--- config.mk ---
export PLATFORM = sky130hd
export DESIGN_NAME = div_result_stage_flat
export DESIGN_NICKNAME = d
export VERILOG_FILES = /design/src/rtl/div_result_stage_if.sv /design/src/rtl/div_result_stage.sv /design/src/flat_wrapper.sv
export SDC_FILE = /design/constraint.sdc
export NUM_CORES = 1
export LEC_CHECK = 0
export ABC_AREA = 1
export CORE_ASPECT_RATIO = 0.6
export CORE_UTILIZATION = 43
export CTS_BUF_LIST = sky130_fd_sc_hd__clkbuf_2
export CTS_CLUSTER_SIZE = 30
export DETAILED_ROUTE_END_ITERATION = 6
export GPL_ROUTABILITY_DRIVEN = 0
export PLACE_DENSITY = 0.87
export RECOVER_POWER = 50
export REMOVE_ABC_BUFFERS = 1
export SYNTH_ARGS = -nofsm -noshare
export SYNTH_HDL_FRONTEND = slang
export SYNTH_SLANG_ARGS = --single-unit
export TNS_END_PERCENT = 20
--- constraint.sdc ---
create_clock -name clk -period 2.05 [get_ports clk]
set_input_delay 0.3075 -clock clk [delete_from_list [all_inputs] [get_ports clk]]
set_output_delay 0.3075 -clock clk [all_outputs]
set_load 0.1 [all_outputs]
--- src/rtl/div_result_stage_if.sv ---
// Bundle of the operand, divider-result and output-beat signals for the divide sequencing stage.
interface div_result_stage_if;
   logic        start;
   logic [31:0] ra_in;
   logic [31:0] rb_in;
   logic [31:0] div_ra;
   logic [31:0] div_rb;
   logic [63:0] rz_in;
   logic        busy;
   logic        out_valid;
   logic        out_ready;
   logic        out_last;
   logic [31:0] bus_out;
   logic [31:0] hi_out;
   logic [31:0] lo_out;
   logic        div_zero;

   // Requester / divider / consumer side
   modport master (
      output start, ra_in, rb_in, rz_in, out_ready,
      input  div_ra, div_rb, busy, out_valid, out_last, bus_out, hi_out, lo_out, div_zero
   );

   // Sequencing stage side
   modport slave (
      input  start, ra_in, rb_in, rz_in, out_ready,
      output div_ra, div_rb, busy, out_valid, out_last, bus_out, hi_out, lo_out, div_zero
   );
endinterface

--- src/rtl/div_result_stage.sv ---
// Holds operands on the combinational divider for a settle window, captures {rem, quo}
// into HI/LO and streams LO then HI as two handshaked beats; zero divisors skip the wait.
module div_result_stage #(
   parameter int unsigned WAIT_CYCLES = 4
) (
   input logic              clk,
   input logic              clr,
   div_result_stage_if.slave bus
);
   localparam int unsigned CNT_W  = 8;
   localparam int unsigned DATA_W = 32;

   typedef enum logic [1:0] {IDLE, SETTLE, SEND_LO, SEND_HI} state_t;

   state_t              state, state_nx;
   logic [CNT_W-1:0]    cnt, cnt_nx;
   logic [DATA_W-1:0]   ra_q, ra_nx;
   logic [DATA_W-1:0]   rb_q, rb_nx;
   logic [DATA_W-1:0]   hi_q, hi_nx;
   logic [DATA_W-1:0]   lo_q, lo_nx;
   logic                zero_q, zero_nx;
   logic [DATA_W-1:0]   bus_mux;

   always_ff @(posedge clk) begin
      if (!clr) begin
         state  <= IDLE;
         cnt    <= '0;
         ra_q   <= '0;
         rb_q   <= '0;
         hi_q   <= '0;
         lo_q   <= '0;
         zero_q <= 1'b0;
      end else begin
         state  <= state_nx;
         cnt    <= cnt_nx;
         ra_q   <= ra_nx;
         rb_q   <= rb_nx;
         hi_q   <= hi_nx;
         lo_q   <= lo_nx;
         zero_q <= zero_nx;
      end
   end

   always_comb begin
      state_nx = state;
      cnt_nx   = cnt;
      ra_nx    = ra_q;
      rb_nx    = rb_q;
      hi_nx    = hi_q;
      lo_nx    = lo_q;
      zero_nx  = zero_q;
      case (state)
         IDLE: begin
            if (bus.start) begin
               ra_nx = bus.ra_in;
               rb_nx = bus.rb_in;
               if (bus.rb_in == DATA_W'(0)) begin
                  // Divide-by-zero result is fixed, so there is nothing to wait for
                  lo_nx    = '1;
                  hi_nx    = bus.ra_in;
                  zero_nx  = 1'b1;
                  state_nx = SEND_LO;
               end else begin
                  zero_nx  = 1'b0;
                  cnt_nx   = CNT_W'(WAIT_CYCLES);
                  state_nx = SETTLE;
               end
            end
         end
         SETTLE: begin
            cnt_nx = cnt - CNT_W'(1);
            if (cnt == CNT_W'(1)) begin
               hi_nx    = bus.rz_in[63:32];
               lo_nx    = bus.rz_in[31:0];
               state_nx = SEND_LO;
            end
         end
         SEND_LO: if (bus.out_ready) state_nx = SEND_HI;
         SEND_HI: if (bus.out_ready) state_nx = IDLE;
         default: state_nx = IDLE;
      endcase
   end

   // Beat data is decoded from registered state only; no path from out_ready
   always_comb begin
      bus_mux = '0;
      case (state)
         SEND_LO: bus_mux = lo_q;
         SEND_HI: bus_mux = hi_q;
         default: bus_mux = '0;
      endcase
   end

   assign bus.div_ra    = ra_q;
   assign bus.div_rb    = rb_q;
   assign bus.hi_out    = hi_q;
   assign bus.lo_out    = lo_q;
   assign bus.div_zero  = zero_q;
   assign bus.busy      = (state != IDLE);
   assign bus.out_valid = (state == SEND_LO) || (state == SEND_HI);
   assign bus.out_last  = (state == SEND_HI);
   assign bus.bus_out   = bus_mux;
endmodule

--- src/flat_wrapper.sv ---
// flat-port wrapper written by rule: the top's interface ports become plain ports
module div_result_stage_flat 
#(
   parameter int unsigned WAIT_CYCLES = 4
)
  (clk, clr, bus_start, bus_ra_in, bus_rb_in, bus_rz_in, bus_out_ready, bus_div_ra, bus_div_rb, bus_busy, bus_out_valid, bus_out_last, bus_bus_out, bus_hi_out, bus_lo_out, bus_div_zero);
  div_result_stage_if bus_i ();
  input logic clk;
  input logic clr;
  input wire logic [$bits(bus_i.start)-1:0] bus_start;
  input wire logic [$bits(bus_i.ra_in)-1:0] bus_ra_in;
  input wire logic [$bits(bus_i.rb_in)-1:0] bus_rb_in;
  input wire logic [$bits(bus_i.rz_in)-1:0] bus_rz_in;
  input wire logic [$bits(bus_i.out_ready)-1:0] bus_out_ready;
  output wire logic [$bits(bus_i.div_ra)-1:0] bus_div_ra;
  output wire logic [$bits(bus_i.div_rb)-1:0] bus_div_rb;
  output wire logic [$bits(bus_i.busy)-1:0] bus_busy;
  output wire logic [$bits(bus_i.out_valid)-1:0] bus_out_valid;
  output wire logic [$bits(bus_i.out_last)-1:0] bus_out_last;
  output wire logic [$bits(bus_i.bus_out)-1:0] bus_bus_out;
  output wire logic [$bits(bus_i.hi_out)-1:0] bus_hi_out;
  output wire logic [$bits(bus_i.lo_out)-1:0] bus_lo_out;
  output wire logic [$bits(bus_i.div_zero)-1:0] bus_div_zero;
  assign bus_i.start = bus_start;
  assign bus_i.ra_in = bus_ra_in;
  assign bus_i.rb_in = bus_rb_in;
  assign bus_i.rz_in = bus_rz_in;
  assign bus_i.out_ready = bus_out_ready;
  assign bus_div_ra = bus_i.div_ra;
  assign bus_div_rb = bus_i.div_rb;
  assign bus_busy = bus_i.busy;
  assign bus_out_valid = bus_i.out_valid;
  assign bus_out_last = bus_i.out_last;
  assign bus_bus_out = bus_i.bus_out;
  assign bus_hi_out = bus_i.hi_out;
  assign bus_lo_out = bus_i.lo_out;
  assign bus_div_zero = bus_i.div_zero;
  div_result_stage #(.WAIT_CYCLES(WAIT_CYCLES)) u_core (.clk(clk), .clr(clr), .bus(bus_i));
endmodule
# Word-level counts from Yosys, hierarchy flattened

Index checks and enable logic that the tools add are counted.

Bits in read-only memories: 0
Latch bits: 0
Memories: 0
Input port bits: 132
Bits in writable memories: 0
Register bits after elaboration: 139
Logic and storage cells: 46
Output and inout port bits: 164

Equality and inequality tests: 10
Bitwise gates (word level): 0
$lt $le $gt $ge: 0
Multiplexer cells: 19
Add/subtract/negate cells: 1
Multiply operators: 0
Shift-type cells: 0
Reduce and logical (&&, ||, !) cells: 9
Divide/modulo/power cells: 0

Operators by type and width:

| operator            | number |
|---|---|
| $mux 32             | 6 |
| $pmux 32 s2         | 3 |
| $logic_not 32->1    | 1 |
| $mux 8              | 2 |
| $pmux 8 s2          | 1 |
| $mux 2              | 5 |
| $eq 8x1->1 const B  | 1 |
| $ne 2x2->1 const B  | 4 |
| $pmux 2 s4          | 1 |
| $reduce_and 4->1    | 2 |
| $sub 8x1->8 const B | 1 |
| $eq 2x2->1 const B  | 2 |
| $ne 2x1->1 const B  | 2 |
| $reduce_bool 2->1   | 2 |
| $reduce_and 3->1    | 1 |
| $eq 2x1->1 const B  | 1 |
| $logic_not 2->1     | 1 |
| $reduce_and 2->1    | 1 |
| $logic_or 1x1->1    | 1 |
| $mux 1              | 1 |

# Depth between registers and ports, before layout

Depth after elaboration: 4
Depth in mapped cells: 11
Depth with buffers taken out: 10

# Worst setup path before layout

OpenSTA, ideal clock, no wires.

Path kind: reg2out
Start point: register u_core.state[0]
End point: output bus_bus_out[0]
Path buffers: 1
Cell stages (with the launch flop): 5
Setup slack: -1,968 ps
Required time: 1,742 ps
Arrival: 3,710 ps
Path through: dfxtp_1 ha_1 inv_1 clkbuf_1 o21ai_0

Word-level cells in the longest chain between the ends: 2
Elaborated cells on any way between the ends: 3
Classes of those cells: eq/ne (2); mux (1)

Ends and longest elaborated chain:

| item                   | line                   | source |
|---|---|---|
| from (decl)            | div_result_stage.sv:15 | `state_t state, state_nx;` |
| from (signal assigned) | div_result_stage.sv:34 | `state <= state_nx;` |
| $eq 2x2->1             | --                     |  |
| via bus_out_last       | flat_wrapper.sv:19     | `output wire logic [$bits(bus_i.out_last)-1:0] bus_out_last;` |
| $pmux 32 s2            | div_result_stage.sv:87 | `case (state)` |
| to (decl)              | flat_wrapper.sv:20     | `output wire logic [$bits(bus_i.bus_out)-1:0] bus_bus_out;` |

The timed path passes the listed nets, and every way through them passes these cells.

# Worst setup path after layout

Start point: register u_core.state[0]
End point: output bus_bus_out[24]

Word-level cells in the longest chain between the ends: 2
Elaborated cells on any way between the ends: 3
Classes of those cells: eq/ne (2); mux (1)

Ends and longest elaborated chain:

| item          | line |
|---|---|
| $eq 2x2->1    | div_result_stage.sv:87 |
| $pmux 32 s2 * | div_result_stage.sv:87 |

Mark *: on every way between the ends. The rest lies on a longest branch, timed or not.

==> results.md <==
Floorplan:
- The effective utilization at floorplan is between 40% and 50%.
- The die height is 97.0 um.
- In this run the core area contains 34 standard-cell rows.
- In this run the standard cell core region covers 14600 um^2.
- The floorplan step defined a die boundary enclosing approximately 16000 um^2.
- The count of pins on the block boundary is between 200 and 300.
- In this run the horizontal extent of the chip is approximately 160 um.

Place:
- Prior to clock tree synthesis, the placed netlist has a worst setup slack of -0.0871 ns.
- Detailed placement ended at an HPWL of ~15000 um.
- The number of buffer cells added on primary ports is approximately 300.

Yosys:
- The count of cell types in the netlist is 25.
- The summed instance area of the synthesized netlist is between 6000 and 7000 um^2.
- Sequential cells were found to cover 43.1% of the synthesized design area.
- Counting every instance in the synthesized netlist gives a little under 1000.
- Synthesis inferred between 100 and 150 register bits.
- The average cell area after synthesis is about 6.6 um^2.
- Yosys printed 0 warnings.

STA:
- The slew of the pin with the lowest slew margin is 0.576 ns.
- Across all hold checks on the routed design, the worst slack comes to 0.136 ns.
- Dividing the final minimum period by the clock period gives 111%.
- The largest clock skew in the final design is 0.0424 ns.
- Setup repair after global routing could not meet its margin everywhere.
- Derived from the worst setup path, the maximum achievable clock frequency is 439 MHz.
- Setup violations remaining at the end of the flow were counted as 34.
- After routing, the total negative slack on setup checks comes to -5.72 ns.
- The headroom to the max-slew limit is just over 60%.
- The final count of hold timing violations is 0.
- Once routing completed, OpenROAD measured the worst setup slack at -0.228 ns.
- The time the final worst path needs with I/O delays and setup is roughly 2.3 ns.
- The final number of max-transition violations is 0.

Global routing:
- The global route total overflow is 0.
- The number of antenna violations at the first check in global routing came to 0.
- The global router's overall resource usage is 28.2%.
- The maximum number of pins on one net before global-route repair is 60.
- The first global-routing pass estimated approximately 35000 um of wire.
- The via count of the first global-routing pass is 6977.

Status:
- The flow ran to the end, but the final reports show violations.
- The final reports fail on setup timing.

Worst setup path:
- The setup path with the least slack is of type reg -> out.
- The critical-path maximum fanout is 27.
- The critical path endpoint category is a primary output.
- Data on the critical path is required at its endpoint by between 1.5 and 2 ns.
- The count of cells along the worst register-to-register path is 7.
- The launching point of the worst reg2reg path is u_core.state[1].
- The reg-to-reg setup timing slack is 0 ns.
- The worst stage delay on the critical path is about 0.44 ns.
- The cell at the slowest stage of the critical path is sky130_fd_sc_hd__dfxtp_4.
- Counting stages on the worst path, the most repeated cell is sky130_fd_sc_hd__buf_12.
- The type of element launching the critical path is a flip-flop.
- The destination of the worst register-to-register timing path is u_core.bus.div_ra[25].
- The critical path data arrival time is a little under 2 ns.
- The critical path goes through ha_4 -> inv_4 -> buf_12 -> o21ai_1 -> buf_12.

Hold path:
- The endpoint with the worst hold slack is u_core.bus.div_ra[9].
- The worst hold path passes through 3 cells.
- The startpoint identified for the worst hold timing path is bus_ra_in[9].
- The worst hold path belongs to the class in -> reg.

Power:
- The switching power summed over all nets is roughly 0.011 W.
- The worst vdd rail ir drop is 1.09 mV.
- Dividing total power by cell area gives a power density of 1740 nW/um^2.
- The cell leakage power is between 4 and 5 nW.
- The share of total power in the clock network is 10.0%.
- The share of total power dissipated in sequential elements is about a quarter.
- The combinational group share of total power is about two thirds.
- In this run switching power makes up 62.1% of total power.
- The internal portion of the total power is 0.00653 W.

Route:
- The routed wire length is between 20000 and 25000 um.
- In the routed design, unresolved DRC markers number 0.
- In this run the remaining antenna-violating nets after routing total 0.
- The routed wire length per instance is approximately 15 um.
- The count of routing violations after the opening detailed-route iteration is approximately 550.
- The number of iterations in the first detailed-routing pass is 6.
- The average via count per standard cell is 4.94.
- The vias after detailed routing is a little over 7000.

Clock network:
- The clock net in this run drives a total of ~140 sinks.
- TritonCTS built the clock tree.
- The largest buffer count on any clock path is 2.
- The post-CTS clock slew at the launch and capture registers of the worst setup and hold paths is 0.24 ns.
- The later pin in the worst-skew pair is clocked with a latency of roughly 0.69 ns.
- The H-tree depth is 4.
- The buffer type at the clock tree root is sky130_fd_sc_hd__clkbuf_2.
- In this run, CTS created clock tree buffers numbering 17.

Finish:
- The final layout contains 1390 nets.
- The post-route netlist has 21.8% of its cells at a drive strength greater than 1.
- The count of filler cells inserted in the layout is 1280.
- Compared with the post-synthesis result, the final layout area differs by 53.1%.
- The antenna diode count is 0.

Flow run:
- The number of max-cap violations is 0.
-- power by group through the flow --
stage,clock (W),sequential (W),combinational (W)
6_report,0.00172,0.00408,0.0114
5_1_grt,0.00186,0.00418,0.0120
4_1_cts,0.00175,0.00406,0.0117
3_5_place_dp,0,0.00409,0.0114
3_3_place_gp,0,0.00406,0.0113
2_1_floorplan,0,0.00932,0.00314
-- area by class of cell --
cell class / instances / area, um^2 / area share, %
Timing Repair Buffer: 322 / 3090 / 31.3
Clock inverter: 15 / 164 / 1.66
Tap cell: 198 / 248 / 2.50
Multi-Input combinational cell: 691 / 3210 / 32.4
Inverter: 80 / 305 / 3.09
Clock buffer: 17 / 85.1 / 0.860
Sequential cell: 139 / 2790 / 28.2
-- cell families (layout without fill, tap and decap cells) --
logic type	after synthesis	in the layout	synth area share, %
AOI/OAI and AO/OA	213	213	16.6
xor gates and xnor gates	1	1	0.136
adders and majority gates	7	7	1.36
buffers and inverters	146	434	9.95
DFF	139	139	43.1
and+or+nand+nor	470	470	28.9
-- stage by stage --
stage | cells | power [W] | area (um^2) | util [%]
after floorplan | 910 | 0.0125 | 6120 | -
after global placement | 1428 | 0.0154 | 9640 | 66.1
after detailed placement | 1428 | 0.0155 | 9640 | 66.1
after CTS | 1462 | 0.0175 | 10100 | 69.3
after global routing | 1462 | 0.0181 | 9890 | 67.8
final | 1462 | 0.0172 | 9890 | 67.8
-- worst max path at each step --
stage / startpoint / to / slack, ns
2_1_floorplan: u_core.state[0] / bus_bus_out[0] / -2.18
4_1_cts: u_core.state[0] / bus_bus_out[17] / -0.31
6_report: u_core.state[0] / bus_bus_out[24] / -0.23
5_1_grt: u_core.state[0] / bus_bus_out[23] / -0.37
3_5_place_dp: bus_rb_in[1] / u_core.cnt[6] / -0.09
3_3_place_gp: bus_rb_in[2] / u_core.bus.lo_out[25] / 0.04
-- flip-flops by register name, indices dropped and copies added (netlist names) --
| name | flops |
|---|---|
| u_core.bus.div_ra | 32 |
| u_core.state | 2 |
| u_core.bus.div_rb | 32 |
| u_core.bus.lo_out | 32 |
| u_core.bus.hi_out | 32 |
| u_core.cnt | 8 |
| u_core.bus.div_zero | 1 |
-- cells in the mapped netlist --
| master | n | area (um^2) |
|---|---|---|
| sky130_fd_sc_hd__clkbuf_1 | 34 | 128 |
| sky130_fd_sc_hd__o21ai_2 | 2 | 17.5 |
| sky130_fd_sc_hd__nand2_4 | 1 | 11.3 |
| sky130_fd_sc_hd__nand2_1 | 188 | 706 |
| sky130_fd_sc_hd__nor2_1 | 230 | 863 |
| sky130_fd_sc_hd__nand2_2 | 1 | 6.26 |
| sky130_fd_sc_hd__o21ai_0 | 135 | 676 |
| sky130_fd_sc_hd__nand3_4 | 1 | 17.5 |
| sky130_fd_sc_hd__o21ai_1 | 2 | 10.0 |
| sky130_fd_sc_hd__buf_2 | 16 | 80.1 |
| sky130_fd_sc_hd__inv_2 | 3 | 11.3 |
| sky130_fd_sc_hd__nor2_2 | 2 | 12.5 |
| sky130_fd_sc_hd__buf_1 | 6 | 22.5 |
| sky130_fd_sc_hd__or2_2 | 4 | 25.0 |
| sky130_fd_sc_hd__nand3b_1 | 1 | 7.51 |
| sky130_fd_sc_hd__dfxtp_1 | 139 | 2780 |
| sky130_fd_sc_hd__inv_1 | 77 | 289 |
| sky130_fd_sc_hd__and2_1 | 1 | 6.26 |
| sky130_fd_sc_hd__nand3_1 | 38 | 190 |
| sky130_fd_sc_hd__nand3_2 | 1 | 10.0 |
| sky130_fd_sc_hd__a21oi_1 | 74 | 370 |
| sky130_fd_sc_hd__xor2_1 | 1 | 8.76 |
| sky130_fd_sc_hd__buf_6 | 10 | 113 |
| sky130_fd_sc_hd__ha_1 | 7 | 87.6 |
| sky130_fd_sc_hd__nor3_1 | 2 | 10.0 |
-- critical path: cells and delay by family, from the launching register on --
family / cells / cell delay, ns
compound gates: 1 / 0.24
fa+ha+maj: 1 / 0.17
buf+inv: 3 / 0.42
flops: 1 / 0.44
-- placed cells by master, fill, tap and decap left out, drive strengths merged --
cell and count:
o21ai 139, clkinv 4, buf 101, and2 1
clkbuf 107, dfxtp 139, nand3b 1, ha 7
nor2 232, or2 4, nand3 40, clkdlybuf4s50 130
clkinvlp 3, inv 86, nand2 190, a21oi 74
bufinv 2, xor2 1, nor3 2, dlygate4sd3 1
-- metal layers --
metal | track usage (%) | wire length, um | share of wire [%] | up-vias
li1 | - | - | - | 3637
met1 | 34.0 | 9390 | 43 | 3293
met2 | 49.3 | 10400 | 48 | 272
met3 | 7.63 | 1600 | 7.4 | 23
met4 | 7.55 | 292 | 1.3 | 0
met5 | 0 | 0 | 0 | -
-- repair_timing --
item                                    4_1_cts  5_1_grt
hold buffers                                  1        0
setup buffers                                 0        0
gates cloned                                  1        0
resized for setup                            80       10
endpoints found under the setup margin       34       35
hold endpoints to repair                     16        0
pin swaps                                     0        1
No activity file was read; power rests on OpenSTA's default activity.
